**config.mk**
```make
export PLATFORM = sky130hd
export DESIGN_NAME = regfile_wb_scheduler
export DESIGN_NICKNAME = d
export VERILOG_FILES = /design/src/rtl/regfile_wb_scheduler_pkg.sv /design/src/rtl/regfile_wb_scheduler_rr_arb2.sv /design/src/rtl/regfile_wb_scheduler.sv
export SDC_FILE = /design/constraint.sdc
export NUM_CORES = 1
export LEC_CHECK = 0
export ABC_CLOCK_PERIOD_IN_PS = 2800
export CAP_MARGIN = 15
export CORE_ASPECT_RATIO = 1.75
export CORE_MARGIN = 5
export CORE_UTILIZATION = 40
export DETAILED_ROUTE_END_ITERATION = 16
export PLACE_DENSITY = 0.91
export RECOVER_POWER = 50
export SYNTH_ARGS = -nofsm -noshare
export SYNTH_HDL_FRONTEND = slang
export SYNTH_HIERARCHICAL = 1
export SYNTH_SLANG_ARGS = --single-unit
export TNS_END_PERCENT = 20
```
**constraint.sdc**
```tcl
create_clock -name clk -period 2.8 [get_ports clk]
set_input_delay 0.56 -clock clk [delete_from_list [all_inputs] [get_ports clk]]
set_output_delay 0.56 -clock clk [all_outputs]
set_load 0.01 [all_outputs]
```
**src/rtl/regfile_wb_scheduler_pkg.sv**
```systemverilog
// Shared constants for the register-file writeback scheduler: widths and
// the source ids used to index the arbiter request/grant vectors.
package regfile_wb_scheduler_pkg;

    localparam int XLEN    = 64;
    localparam int AW      = 5;
    localparam int NREG    = 1 << AW;

    localparam int SRC_ALU = 0;
    localparam int SRC_MEM = 1;

endpackage

```
**src/rtl/regfile_wb_scheduler_rr_arb2.sv**
```systemverilog
// Two-way round-robin arbiter: a lone requester always wins, and on a tie
// the source that did not win the last transfer is granted.
module regfile_wb_scheduler_rr_arb2
    import regfile_wb_scheduler_pkg::*;
(
    input  logic       clk,
    input  logic       reset,
    input  logic [1:0] req,
    input  logic       update,
    output logic [1:0] gnt
);

    logic last_grant;

    // Grants are withheld during reset so no source sees ready.
    always_comb begin
        gnt = 2'b00;
        if (!reset) begin
            if (req[SRC_ALU] && (!req[SRC_MEM] || last_grant == 1'b1)) begin
                gnt[SRC_ALU] = 1'b1;
            end else if (req[SRC_MEM]) begin
                gnt[SRC_MEM] = 1'b1;
            end
        end
    end

    always_ff @(posedge clk) begin
        if (reset) begin
            last_grant <= 1'b1;
        end else if (update) begin
            last_grant <= gnt[SRC_MEM];
        end
    end

endmodule

```
**src/rtl/regfile_wb_scheduler.sv**
```systemverilog
// Writeback scheduler: arbitrates ALU/load results onto the single register
// file write port, registers the write, and tracks a busy scoreboard.
module regfile_wb_scheduler
    import regfile_wb_scheduler_pkg::*;
(
    input  logic            clk,
    input  logic            reset,
    input  logic            s0_valid,
    input  logic [AW-1:0]   s0_rd,
    input  logic [XLEN-1:0] s0_data,
    output logic            s0_ready,
    input  logic            s1_valid,
    input  logic [AW-1:0]   s1_rd,
    input  logic [XLEN-1:0] s1_data,
    output logic            s1_ready,
    input  logic            issue_valid,
    input  logic [AW-1:0]   issue_rd,
    input  logic [AW-1:0]   issue_rs1,
    input  logic [AW-1:0]   issue_rs2,
    output logic            hazard,
    output logic            RegWrite,
    output logic [AW-1:0]   RD,
    output logic [XLEN-1:0] WriteData,
    output logic [NREG-1:0] busy
);

    logic [1:0]      gnt;
    logic            xfer;
    logic [AW-1:0]   sel_rd;
    logic [XLEN-1:0] sel_data;
    logic [NREG-1:0] busy_next;

    regfile_wb_scheduler_rr_arb2 u_rr_arb2 (
        .clk    (clk),
        .reset  (reset),
        .req    ({s1_valid, s0_valid}),
        .update (xfer),
        .gnt    (gnt)
    );

    assign s0_ready = gnt[SRC_ALU];
    assign s1_ready = gnt[SRC_MEM];
    assign xfer     = (s0_valid & gnt[SRC_ALU]) | (s1_valid & gnt[SRC_MEM]);
    assign sel_rd   = gnt[SRC_MEM] ? s1_rd   : s0_rd;
    assign sel_data = gnt[SRC_MEM] ? s1_data : s0_data;

    // Writes to x0 are consumed but never reach the register file.
    always_ff @(posedge clk) begin
        if (reset) begin
            RegWrite  <= 1'b0;
            RD        <= '0;
            WriteData <= '0;
        end else if (xfer) begin
            RegWrite  <= (sel_rd != '0);
            RD        <= sel_rd;
            WriteData <= sel_data;
        end else begin
            RegWrite  <= 1'b0;
        end
    end

    // Set is applied after clear so a new producer of the same rd wins.
    always_comb begin
        busy_next = busy;
        if (RegWrite) begin
            busy_next[RD] = 1'b0;
        end
        if (issue_valid && issue_rd != '0) begin
            busy_next[issue_rd] = 1'b1;
        end
        busy_next[0] = 1'b0;
    end

    always_ff @(posedge clk) begin
        if (reset) begin
            busy <= '0;
        end else begin
            busy <= busy_next;
        end
    end

    assign hazard = ((issue_rs1 != '0) & busy[issue_rs1]) |
                    ((issue_rs2 != '0) & busy[issue_rs2]);

endmodule
```
Yosys cells after proc, flatten, opt, wreduce, memory -nomap -nowiden
Index checks and enable logic that the tools add are counted.
Word-level totals
  bits in registers: 103
  input port bits: 158
  output and inout bits: 105
  word-level logic and storage cells: 49
Cells by class
  magnitude comparators: 6
  mux-type cells: 16
  bitwise operators: 10
  reductions and logical operators: 11
Operators with widths (count)
  2-to-1 mux 32 bit: 2
  2-to-1 mux 64 bit: 1
  bitwise AND 32 bit: 1
  inverter 32 bit: 1
  OR 32 bit: 1
  < comparator 5 x 6 -> 1 bit (second input constant): 4
  nonzero test 5 bit: 4
  binary-select mux 1 bit (select 5 bit): 2
  demux 1 bit (select 5 bit): 2
  >= comparator 5 x 1 -> 1 bit (second input constant): 2
  2-to-1 mux 1 bit: 7
  2-to-1 mux 5 bit: 1
  bitwise AND 1 bit: 4
  logical AND 1 bit: 4
  2-to-1 mux 2 bit: 1
  OR 1 bit: 2
  OR reduction 2 bit: 1
  logical NOT 1 bit: 1
  logical OR 1 bit: 1
  inverter 1 bit: 1

Depth between registers and ports, before layout
Gate-level depths: netlist (run 1).
  depth in word-level cells: 9
  mapped depth: 9
  depth with buffers taken out: 5

Hierarchy
The synthesis (run 1) kept the hierarchy.
By module, submodules not included
  regfile_wb_scheduler: instances 1, cells each 522, area an instance 4884.7 um2, seq. area each 2021.9 um2
  regfile_wb_scheduler_rr_arb2: instances 1, cells each 8, area an instance 62.6 um2, seq. area each 20.0 um2

Worst setup path before layout (run 1)
OpenSTA, ideal clock, no wires.
  kind: input to output
  start: input issue_rs1[1]
  end: output hazard
  arrival: 1.823 ns
  required time: 2.240 ns
  setup slack: 0.417 ns
  cell stages on the path: 5
  path buffers: 1
  cells stage by stage: clkbuf_1 -> mux4_2 -> mux2i_1 -> o22ai_1 -> a211o_1
On the way
  longest elaborated chain between the ends: 4
  elaborated cells between the ends (all ways): 5
  those cells by class: mux: 2; bitwise: 2; reduce/logical: 1
RTL lines
  start: declaration: RTL line regfile_wb_scheduler.sv:18  | input logic [AW-1:0] issue_rs1,
  binary-select mux 1 bit (select 5 bit): RTL line regfile_wb_scheduler.sv:82  | assign hazard = ((issue_rs1 != '0) & busy[issue_rs1]) |
  2-to-1 mux 1 bit (implied by the code): RTL line regfile_wb_scheduler.sv:82
  bitwise AND 1 bit *: RTL line regfile_wb_scheduler.sv:82
  OR 1 bit *: RTL line regfile_wb_scheduler.sv:82
  end: declaration: RTL line regfile_wb_scheduler.sv:20  | output logic hazard,
Mark *: on every way between the ends. The rest lies on a longest branch, timed or not. The select of a mux whose other input is x is not followed.

Worst setup path in the final report (run 1)
  start: input issue_rs2[0]
  end: output hazard
On the way
  longest elaborated chain between the ends: 4
  elaborated cells between the ends (all ways): 5
  those cells by class: mux: 2; bitwise: 2; reduce/logical: 1
RTL lines
  start: declaration: RTL line regfile_wb_scheduler.sv:19  | input logic [AW-1:0] issue_rs2,
  binary-select mux 1 bit (select 5 bit): RTL line regfile_wb_scheduler.sv:83  | ((issue_rs2 != '0) & busy[issue_rs2]);
  2-to-1 mux 1 bit (implied by the code): RTL line regfile_wb_scheduler.sv:83
  bitwise AND 1 bit *: RTL line regfile_wb_scheduler.sv:83
  OR 1 bit *: RTL line regfile_wb_scheduler.sv:82
Marked as above.

==> results of run 1 <==
-- per-stage QoR --
step	setup slack (ns)	instances	hold WS, ns	setup TNS (ns)	util
2_1_floorplan	0.417	530	0.515	0	-
3_3_place_gp	-0.496	933	0.486	-0.496	0.646
3_5_place_dp	-0.578	933	0.491	-0.578	0.646
4_1_cts	0.0810	949	0.500	0	0.672
5_1_grt	0.0117	949	0.511	0	0.674
6_report	0.0794	949	0.499	0	0.674
-- worst paths after layout --
kind / start / endpoint / slack (ns) / depth (start not counted)
hold / removal: WriteData[25] / WriteData[25] / 0.50 / 2
setup / recovery: issue_rs2[0] / hazard / 0.08 / 7
setup reg to reg: u_rr_arb2/last_grant / RegWrite / 1.00 / 6
hold reg to reg: WriteData[25] / WriteData[25] / 0.50 / 2
-- metal layers --
layer | track usage | share of wire | wire, µm
met3 | 0.0765 | 0.088 | 1640
met2 | 0.453 | 0.54 | 10100
met5 | 0 | 0 | 0
met4 | 0.169 | 0.063 | 1170
met1 | 0.223 | 0.31 | 5760
-- layout make-up --
type                    instances  share of cell area
flip-flops and latches        102               0.251
repair buffers                284               0.346
clock inverters                 4             0.00677
clock buffers                  11              0.0311
well taps                     165              0.0254
multi-input cells             381               0.339
inverters                       2            0.000923
-- logic make-up after synthesis --
group,synth area share
buffers and inverters,0.0407
other,0.000758
AO/OA/AOI/OAI,0.187
multiplexers,0.217
flip-flops,0.413
AND/OR/NAND/NOR,0.141
-- registers in the layout (all words and copies together), names as in the netlist --
signal,count
RD,5
busy,31
u_rr_arb2/last_grant,1
RegWrite,1
WriteData,64
-- repair_timing --
| action | CTS | global route |
|---|---|---|
| gates resized for setup | 18 | 6 |
| gates cloned | 1 | 0 |
| pin swaps | 2 | 0 |
| setup endpoints to repair | 1 | 1 |
-- worst register-to-register path: stages, from the launching register on --
cell	delay (ns)
dfxtp_1	0.32
nand2_1	0.08
and3_4	0.27
buf_4	0.19
or4b_2	0.59
o22ai_1	0.16
a21oi_1	0.09
-- cell usage in the layout, fill, tap and decap left out, types with 2 or more instances in the layout --
cell and n:
mux4_2 13, o22ai_1 2, nand2b_1 3, inv_1 2, a211oi_1 70, or3b_2 3
buf_12 4, and3b_1 3, nor2_1 72, nand2_1 36, dfxtp_1 102, buf_2 2
dlygate4sd2_1 7, nor3b_1 4, o21ai_0 31, o22ai_2 2, and3_1 3, clkbuf_8 2
buf_4 17, nand3_1 2, clkbuf_16 9, clkdlybuf4s50_1 176, or3b_1 2, mux2i_1 74
nand3b_1 7, nor2b_1 2, clkdlybuf4s15_1 2, a21oi_1 32, dlygate4sd3_1 74
-- power groups by stage --
stage | logic [µW] | registers, µW | clock network, µW
floorplan | 310 | 1650 | 0
global route | 891 | 1600 | 1360
CTS | 855 | 1600 | 1290
global placement | 824 | 1620 | 0
finish | 831 | 1590 | 1270
detailed placement | 855 | 1630 | 0
==> key figures, run 1 <==
Outcome
  – Status: completed

CTS
  – CTS tree: done
  – Clock Pin Slew Worst Setup and Hold Paths: 0.07 ns
  – CTS Buf Count: 9
  – CTS Sinks: about 100
  – Post-CTS setup buffer count: 0
  – CTS H-tree depth: 3
  – Cts hold-fix bufs: 0
  – CTS Buffer Depth: 2
  – Clk root buf: clkbuf_16
  – Worst skew pair latency: roughly 0.33 ns

Yosys
  – Seq/Total Area, Yosys: 0.413
  – Synth Register Bits: between 100 and 150
  – Most numerous cell in the Yosys netlist: dfxtp_1
  – Ys flop type: dfxtp_1
  – Fraction of registers with async set/reset: 0
  – Synthesized area: between 4000 and 5000 µm²
  – Syn Area/Cell: around 9.3 µm²
  – Mapped Cells: 530
  – Ys Warns: 6
  – Netlist cell types: 40
  – Syn nets: between 600 and 700
  – Post-synth top area cell: dfxtp_1
  – Share of the synthesized area in the top cell type: 0.413
  – Area contributors post-synth: dfxtp_1 (41%), mux2i_1 (15%), a211oi_1 (11%)
  – EDFF count, synth: 0
  – Synth cell count leaders: dfxtp_1 (102), mux2i_1 (74), nor2_1 (72), a211oi_1 (70), nand2_1 (36)

Layout
  – Area delta synth->final: 64.5%
  – N_diodes: 0
  – Layout fillers: just over 900
  – Share of cells above drive strength 1: 0.0842
  – Post-route cell area: 8140 µm²
  – Area of the multi-input gates: approximately 2800 µm²
  – Final Net Count: approximately 940
  – Seq. cell area: between 2000 and 2500 µm²

Worst setup path
  – Cell family with most CP delay: multiplexers
  – Crit. End Element: output pin
  – Worst path required time: 2.24 ns
  – Crit-path cells: clkdlybuf4s15_1 > buf_6 > mux4_2 > mux2i_1 > a31oi_1 > a211o_1 > buf_2
  – Max stage delay cell, worst path: mux4_2
  – CP max stage delay: 0.51 ns
  – CP Data Arrival Time: ~2.2 ns
  – Worst Path Buf+Inv: 3
  – Crit Path Max Fanout: 5
  – Critical path class: primary input to output pin
  – Setup crit start kind: primary input

Drt
  – Initial DRC count: ~270
  – Routed vias: 5,302
  – Vias per cell: about 5.6
  – Wirelength per Cell: slightly below 20 µm
  – Detail Route Antenna Nets: 0
  – 1st-pass router iterations: 5
  – DRC violations left: 0
  – WL final: roughly 19,000 µm

Global route
  – Vias in the first global route: about 5,500
  – Initial antenna violation count: 0
  – First-pass GRT wire length: approximately 28,000 µm
  – GRT overflow: 0
  – Total GRT Usage: 0.246
  – Largest net degree at the start of global routing: 103

Power
  – Total power per unit cell area: between 400 and 500 nW/µm²
  – Comb pwr share: 0.225
  – Clock share of power: 0.343
  – LEAKAGE: about 0.0030 µW
  – Pint: about 2700 µW
  – VDD IR max: 0.000308 V
  – Pwr Total: roughly 3700 µW
  – Sw Ratio: 0.255
  – Reg power frac: 0.432
  – Net Sw Power: 942 µW

Timing
  – Max-slew violations: 0
  – Clock Skews: approximately 0.011 ns
  – Max-Slew Margin vs Limit: 0.300
  – F_max: around 370 MHz
  – Hold Violations, Final: 0
  – Minimum clock period: between 2 and 3 ns
  – Worst-Margin Slew: between 1 and 1.5 ns
  – Final period util: 0.972
  – RSZ-0062 raised after global routing: no
  – Final setup fails: 0

Floorplanning
  – Num rows: 53
  – Chip Height: about 160 µm
  – Boundary Pins: roughly 260
  – Die area: around 15,000 µm²
  – Die Width: ~94 µm
  – Core area: 12,100 µm²
  – Initial core utilization: 0.410

Flow run
  – Max-Cap Viols: 0

Placement
  – Port Buffers: 261
  – Hpwl dp: about 15,000 µm
  – GPL Wtd Cong: approximately 1
  – Cell Area, Placed: between 7000 and 8000 µm²

Worst hold path
  – Hold Crit Class: register to register
(Power assumes the default switching activity.)
==> run 2, diff against run 1 <==
CORE_MARGIN = 2   (was 5)
==> run 2 against run 1 <==
  * Non-clock buffer count up 3
  * Combinational power down 0.7%
  * Sequential power about the same
  * Critical path depth down 1
  * Final area down 0.31%
  * Global-route usage up 1.9 points
  * Critical endpoint unchanged
==> key figures, run 2 (synthesized netlist as in run 1, its figures left out) <==
Outcome
  – Status: completed

Floorplanning
  – Boundary Pins: 263 (unchanged)
  – Initial core utilization: 0.410 (unchanged)
  – Num rows: 53 (unchanged)
  – Core area: 12,100 µm² (unchanged)
  – Die area: 13,300 µm² (-10%)
  – Chip Height: 151 µm (-3.8%)
  – Die Width: 88.1 µm (-6.4%)

Power
  – Total power per unit cell area: 440 nW/µm² (-3.1%)
  – VDD IR max: 0.000296 V (-3.8%)
  – LEAKAGE: 0.00300 µW (-0.32%)
  – Pwr Total: 3570 µW (-3.4%)

Timing
  – Final period util: 0.958 (-0.0132)
  – Max-Slew Margin vs Limit: 0.309 (+0.00908)
  – RSZ-0062 raised after global routing: no
  – Hold_ws: 0.493 ns (-0.00542 ns)
  – Clock Skews: 0.00615 ns (-0.00508 ns)
  – Hold Violations, Final: 0 (unchanged)
  – F_max: 373 MHz (+1.4%)
  – Final setup fails: 0 (unchanged)
  – Minimum clock period: 2.68 ns (-0.0371 ns)
  – Worst-Margin Slew: 1.04 ns (-0.0136 ns)
  – Max-slew violations: 0 (unchanged)

Placement
  – Cell Area, Placed: 7780 µm² (-0.26%)
  – GPL Wtd Cong: 0.884 (-9.1%)
  – Port Buffers: 261 (unchanged)
  – Placed Instances: 932 (-0.11%)
  – Hpwl dp: 13,500 µm (-9.0%)

CTS
  – Clk root buf: clkbuf_16
  – CTS Buf Count: 9 (unchanged)
  – CTS Buffer Depth: 2 (unchanged)
  – Clock Pin Slew Worst Setup and Hold Paths: 0.06 ns (about the same)
  – Worst skew pair latency: 0.33 ns (about the same)
  – CTS Sinks: 102 (unchanged)
  – CTS H-tree depth: 3 (unchanged)
  – CTS tree: done
  – Cts hold-fix bufs: 0 (unchanged)

Worst hold path
  – WHS Endpoint: WriteData[0]
  – Hold Crit Class: register to register
  – Hold path depth: 2 (unchanged)
  – Hold wc startpoint: WriteData[0]

Drt
  – WL final: 18,200 µm (-2.6%)
  – Detail Route Antenna Nets: 0 (unchanged)
  – Vias per cell: 5.63 (+0.78%)
  – 1st-pass router iterations: 5 (unchanged)
  – DRC violations left: 0 (unchanged)
  – Wirelength per Cell: 19.1 µm (-3.0%)
  – Initial DRC count: 360 (+33%)
  – Routed vias: 5,366 (+1.2%)

Worst setup path
  – Flop2flop setup slack: 1.00 ns (about the same)
  – R2R cell count: 6 (unchanged)
  – Crit Path Max Fanout: 2 (-3)
  – Worst R2R End: WriteData[8]
  – CP Data Arrival Time: 2.12 ns (-0.04 ns)
  – Worst path required time: 2.24 ns (about the same)
  – Critical path class: primary input to output pin
  – Crit. End Element: output pin
  – Setup crit start kind: primary input
  – R2R Path Start: u_rr_arb2/last_grant

Layout
  – Finished Layout Cells: 953 (+0.42%)
  – Area delta synth->final: 64.0%
  – Share of cells above drive strength 1: 0.0901 (+0.00592)
  – Final Net Count: 941 (+0.32%)
  – Reg with most FFs: WriteData
  – Layout fillers: 938 (+1.1%)
  – Max reg flops: 64 (unchanged)
  – Biggest regs: WriteData: 64 flops, busy: 31 flops, RD: 5 flops
  – Commonest non-fill, non-tap cell in the layout: clkdlybuf4s50_1
  – Most frequent cells in the layout: clkdlybuf4s50_1 (178), dfxtp_1 (102), mux2i_1 (74)
  – N_diodes: 0 (unchanged)
  – Post-route cell area: 8110 µm² (-0.31%)

Global route
  – GRT overflow: 0 (unchanged)
  – Initial antenna violation count: 0 (unchanged)
  – First-pass GRT wire length: 26,900 µm (-5.0%)
  – Vias in the first global route: 5,373 (-2.8%)
  – Largest net degree at the start of global routing: 103 (unchanged)
  – Total GRT Usage: 0.265 (+0.0194)

Flow run
  – Max-Cap Viols: 0 (unchanged)
-- run 2: changes by cell type in the layout (fill, tap and decap cells not counted), sizes merged --
cell           previous run  this run
dlygate4sd3              74        72
clkdlybuf4s15             2         1
bufinv                    1         0
inv                       3         2
clkinvlp                  1         2
clkinv                    1         2
clkbuf                   12        15
dlygate4sd2               7         6
clkdlybuf4s50           176       178
buf                      24        27
-- run 2: what timing repair did --
item / 4_1_cts / 5_1_grt
gates cloned: 1 / 0
setup buffers: 0 / 4
setup endpoints to repair: 1 / 1
pin swaps: 1 / 3
gates resized for setup: 21 / 6
-- run 2: final cells by class --
class	instances	area, µm²	share of cell area
Clock buffer	12	246	0.0304
Clock inverter	4	32.5	0.00401
Inverter	2	7.51	0.000925
Multi-Input combinational cell	381	2750	0.339
Sequential cell	102	2040	0.252
Tap cell	165	206	0.0254
Timing Repair Buffer	287	2830	0.348
-- run 2: per-layer routing --
metal | global-route usage | vias to the layer above | share of wire | routed length (µm)
met1 | 0.255 | 2464 | 0.31 | 5720
met3 | 0.0866 | 90 | 0.086 | 1560
met4 | 0.139 | 0 | 0.049 | 889
met2 | 0.488 | 343 | 0.55 | 9990
li1 | - | 2469 | - | -
met5 | 0 | - | 0 | 0
-- run 2: through the flow --
| stage | setup TNS (ns) | worst slack, ns | utilization |
|---|---|---|---|
| 2_1_floorplan | 0 | 0.417 | - |
| 3_3_place_gp | -0.490 | -0.490 | 0.645 |
| 3_5_place_dp | -0.554 | -0.554 | 0.645 |
| 4_1_cts | 0 | 0.0179 | 0.670 |
| 5_1_grt | 0 | 0.00614 | 0.672 |
| 6_report | 0 | 0.116 | 0.672 |
-- run 2: report_power, final --
| part | internal (µW) | switching [µW] | total (µW) |
|---|---|---|---|
| sequential | 1540 | 58.1 | 1590 |
| combinational | 469 | 356 | 825 |
| clock | 631 | 516 | 1150 |
-- run 2: how the worst max path moves through the flow --
stage,from,endpoint,slack [ns],cells past startpoint
6_report,issue_rs1[4],hazard,0.12,6
5_1_grt,issue_rs2[2],hazard,0.006,6
4_1_cts,issue_rs2[2],hazard,0.02,6
3_5_place_dp,issue_rs2[2],hazard,-0.55,6
3_3_place_gp,issue_rs2[0],hazard,-0.49,7
2_1_floorplan,issue_rs1[1],hazard,0.42,5
-- run 2: worst max-delay path: stages --
cell and delay, ns:
clkdlybuf4s50_1 0.43, or4bb_1 0.53, o311a_1 0.13, a211oi_1 0.21
a211o_1 0.14, clkbuf_2 0.13
==> run 3, diff against run 2 <==
ABC_CLOCK_PERIOD_IN_PS = default   (was 2800)
CORE_UTILIZATION = 41   (was 40)
CTS_BUF_LIST = sky130_fd_sc_hd__clkbuf_2   (was default)
PLACE_DENSITY = 0.92   (was 0.91)
==> run 3 against run 2 <==
  * The run now ends with negative setup slack left
  * Sequential share of layout area increased by 0.75 points
  * Via count decreased by 3.0%
  * Utilization decreased by 0.49 points
  * Sequential power barely moved
  * Clock-buffer cell count down 3
  * Die area down 2.4%
  * Fmax decreased by 4.2%
  * Critical endpoint unchanged
  * Largest power group unchanged
==> key figures, run 3 (synthesized netlist as in run 1, its figures left out) <==
Drt
  – Wirelength per Cell: 18.7 µm (-2.0%)
  – WL final: 17,200 µm (-5.1%)
  – Vias per cell: 5.64 (+0.22%)
  – DRC violations left: 0 (unchanged)
  – Initial DRC count: 260 (-28%)
  – Routed vias: 5,203 (-3.0%)
  – Detail Route Antenna Nets: 0 (unchanged)
  – 1st-pass router iterations: 5 (unchanged)

CTS
  – Cts hold-fix bufs: 0 (unchanged)
  – CTS H-tree depth: 3 (unchanged)
  – Clock Pin Slew Worst Setup and Hold Paths: 0.26 ns (+0.20 ns)
  – Clk root buf: clkbuf_2
  – CTS Buf Count: 9 (unchanged)
  – CTS Sinks: 102 (unchanged)
  – CTS Buffer Depth: 2 (unchanged)
  – CTS tree: done
  – Worst skew pair latency: 0.56 ns (+0.23 ns)

Worst setup path
  – Crit-path cells: clkdlybuf4s50_1 > buf_4 > mux4_2 > mux2i_1 > o22ai_1 > a211o_1 > buf_2
  – Setup crit start kind: primary input
  – Crit Path Max Fanout: 6 (+4)
  – Critical path class: primary input to output pin
  – CP max stage delay: 0.52 ns (about the same)
  – Worst path required time: 2.24 ns (about the same)
  – CP Data Arrival Time: 2.24 ns (+0.12 ns)
  – Max stage delay cell, worst path: clkdlybuf4s50_1
  – Crit. End Element: output pin

Floorplanning
  – Initial core utilization: 0.417 (+0.00687)
  – Chip Height: 149 µm (-1.2%)
  – Die Width: 87.0 µm (-1.2%)
  – Die area: 13,000 µm² (-2.4%)
  – Core area: 11,900 µm² (-1.6%)
  – Num rows: 53 (unchanged)
  – Boundary Pins: 263 (unchanged)

Power
  – LEAKAGE: 0.00273 µW (-8.8%)
  – Total power per unit cell area: 421 nW/µm² (-4.2%)
  – Pwr Total: 3340 µW (-6.4%)
  – VDD IR max: 0.000308 V (+3.9%)

Placement
  – Hpwl dp: 13,200 µm (-2.7%)
  – Port Buffers: 261 (unchanged)
  – GPL Wtd Cong: 0.930 (+5.1%)

Worst hold path
  – Hold Crit Class: register to register

Timing
  – Worst-Margin Slew: 1.27 ns (+0.230 ns)
  – Max-Slew Margin vs Limit: 0.156 (-0.153)
  – Max-slew violations: 0 (unchanged)
  – Minimum clock period: 2.80 ns (+0.119 ns)
  – RSZ-0062 raised after global routing: yes
  – Clock Skews: 0.0461 ns (+0.0400 ns)
  – Hold Violations, Final: 0 (unchanged)
  – Final setup TNS: -0.00251 ns (-0.00251 ns)
  – Final setup fails: 1 (+1)
  – Setup ws final: -0.00251 ns (-0.119 ns)
  – F_max: 357 MHz (-4.2%)
  – Hold_ws: 0.516 ns (+0.0231 ns)
  – Final period util: 1.00 (+0.0425)

Global route
  – Initial antenna violation count: 1 (+1)
  – Largest net degree at the start of global routing: 140 (+36%)
  – Total GRT Usage: 0.259 (-0.00627)
  – First-pass GRT wire length: 26,200 µm (-2.6%)
  – Vias in the first global route: 5,267 (-2.0%)
  – GRT overflow: 0 (unchanged)

Layout
  – Biggest regs: WriteData: 64 flops, busy: 31 flops, RD: 5 flops
  – Layout fillers: 907 (-3.3%)
  – Most frequent cells in the layout: clkdlybuf4s50_1 (248), dfxtp_1 (95), mux2i_1 (73)
  – Area delta synth->final: 60.1%
  – Max reg flops: 64 (unchanged)
  – Reg with most FFs: WriteData
  – Share of cells above drive strength 1: 0.0918 (+0.00174)
  – Final Net Count: 937 (-0.43%)
  – Commonest non-fill, non-tap cell in the layout: clkdlybuf4s50_1

Outcome
  – Status: finished with violations
  – Failing checks: negative setup slack

Flow run
  – Max-Cap Viols: 0 (unchanged)
run 3: power breakdown:
| part | switching, µW | leakage, µW | total (µW) | internal [µW] |
|---|---|---|---|---|
| combinational | 348 | 0.00180 | 834 | 487 |
| sequential | 60.0 | 0.000838 | 1600 | 1540 |
| clock | 505 | 0.0000950 | 903 | 397 |
| total | 913 | 0.00273 | 3340 | 2420 |
run 3: final cells by class:
| cell class | count | area (µm²) | area share |
|---|---|---|---|
| tap | 137 | 171 | 0.0216 |
| multi-input combinational | 381 | 2730 | 0.344 |
| antenna | 1 | 2.50 | 0.000316 |
| inverter | 2 | 7.51 | 0.000948 |
| sequential | 102 | 2050 | 0.259 |
| clock buffer | 9 | 45.0 | 0.00569 |
| timing repair buffer | 283 | 2790 | 0.352 |
| clock inverter | 7 | 126 | 0.0160 |
run 3: timing repair:
action	CTS	global route
gates cloned	1	0
resized for setup	21	5
endpoints found under the setup margin	1	1
pin swaps	5	2
setup buffers	2	0
run 3: path summary, 6_finish.rpt:
kind	cells past startpoint	slack, ns	endpoint	startpoint
hold reg to reg	2	0.52	WriteData[19]	WriteData[19]
setup reg to reg	6	0.40	WriteData[16]	u_rr_arb2/last_grant
hold / removal	2	0.52	WriteData[19]	WriteData[19]
setup / recovery	7	-0.003	hazard	issue_rs1[1]
run 3: worst max-delay path: cells and delay by family:
kind,cells,cell delay [ns]
AO/OA/AOI/OAI,2,0.37
buffers and inverters,3,0.84
multiplexers,2,0.47
run 3: layer usage:
metal / global-route usage / wire length, µm / share of wire
met1: 0.266 / 5780 / 0.34
met2: 0.473 / 9510 / 0.55
met3: 0.0620 / 1260 / 0.073
met4: 0.133 / 672 / 0.039
met5: 0 / 0 / 0
run 3: metrics by stage:
step                      std cells   util  area (µm²)  setup slack (ns)
after floorplan                 530      -        4950             0.417
after global placement          902  0.651        7730            -0.494
after detailed placement        902  0.651        7730            -0.545
after CTS                       921  0.667        7920           0.00115
after global routing            922  0.667        7920           -0.0537
final                           922  0.667        7920          -0.00251
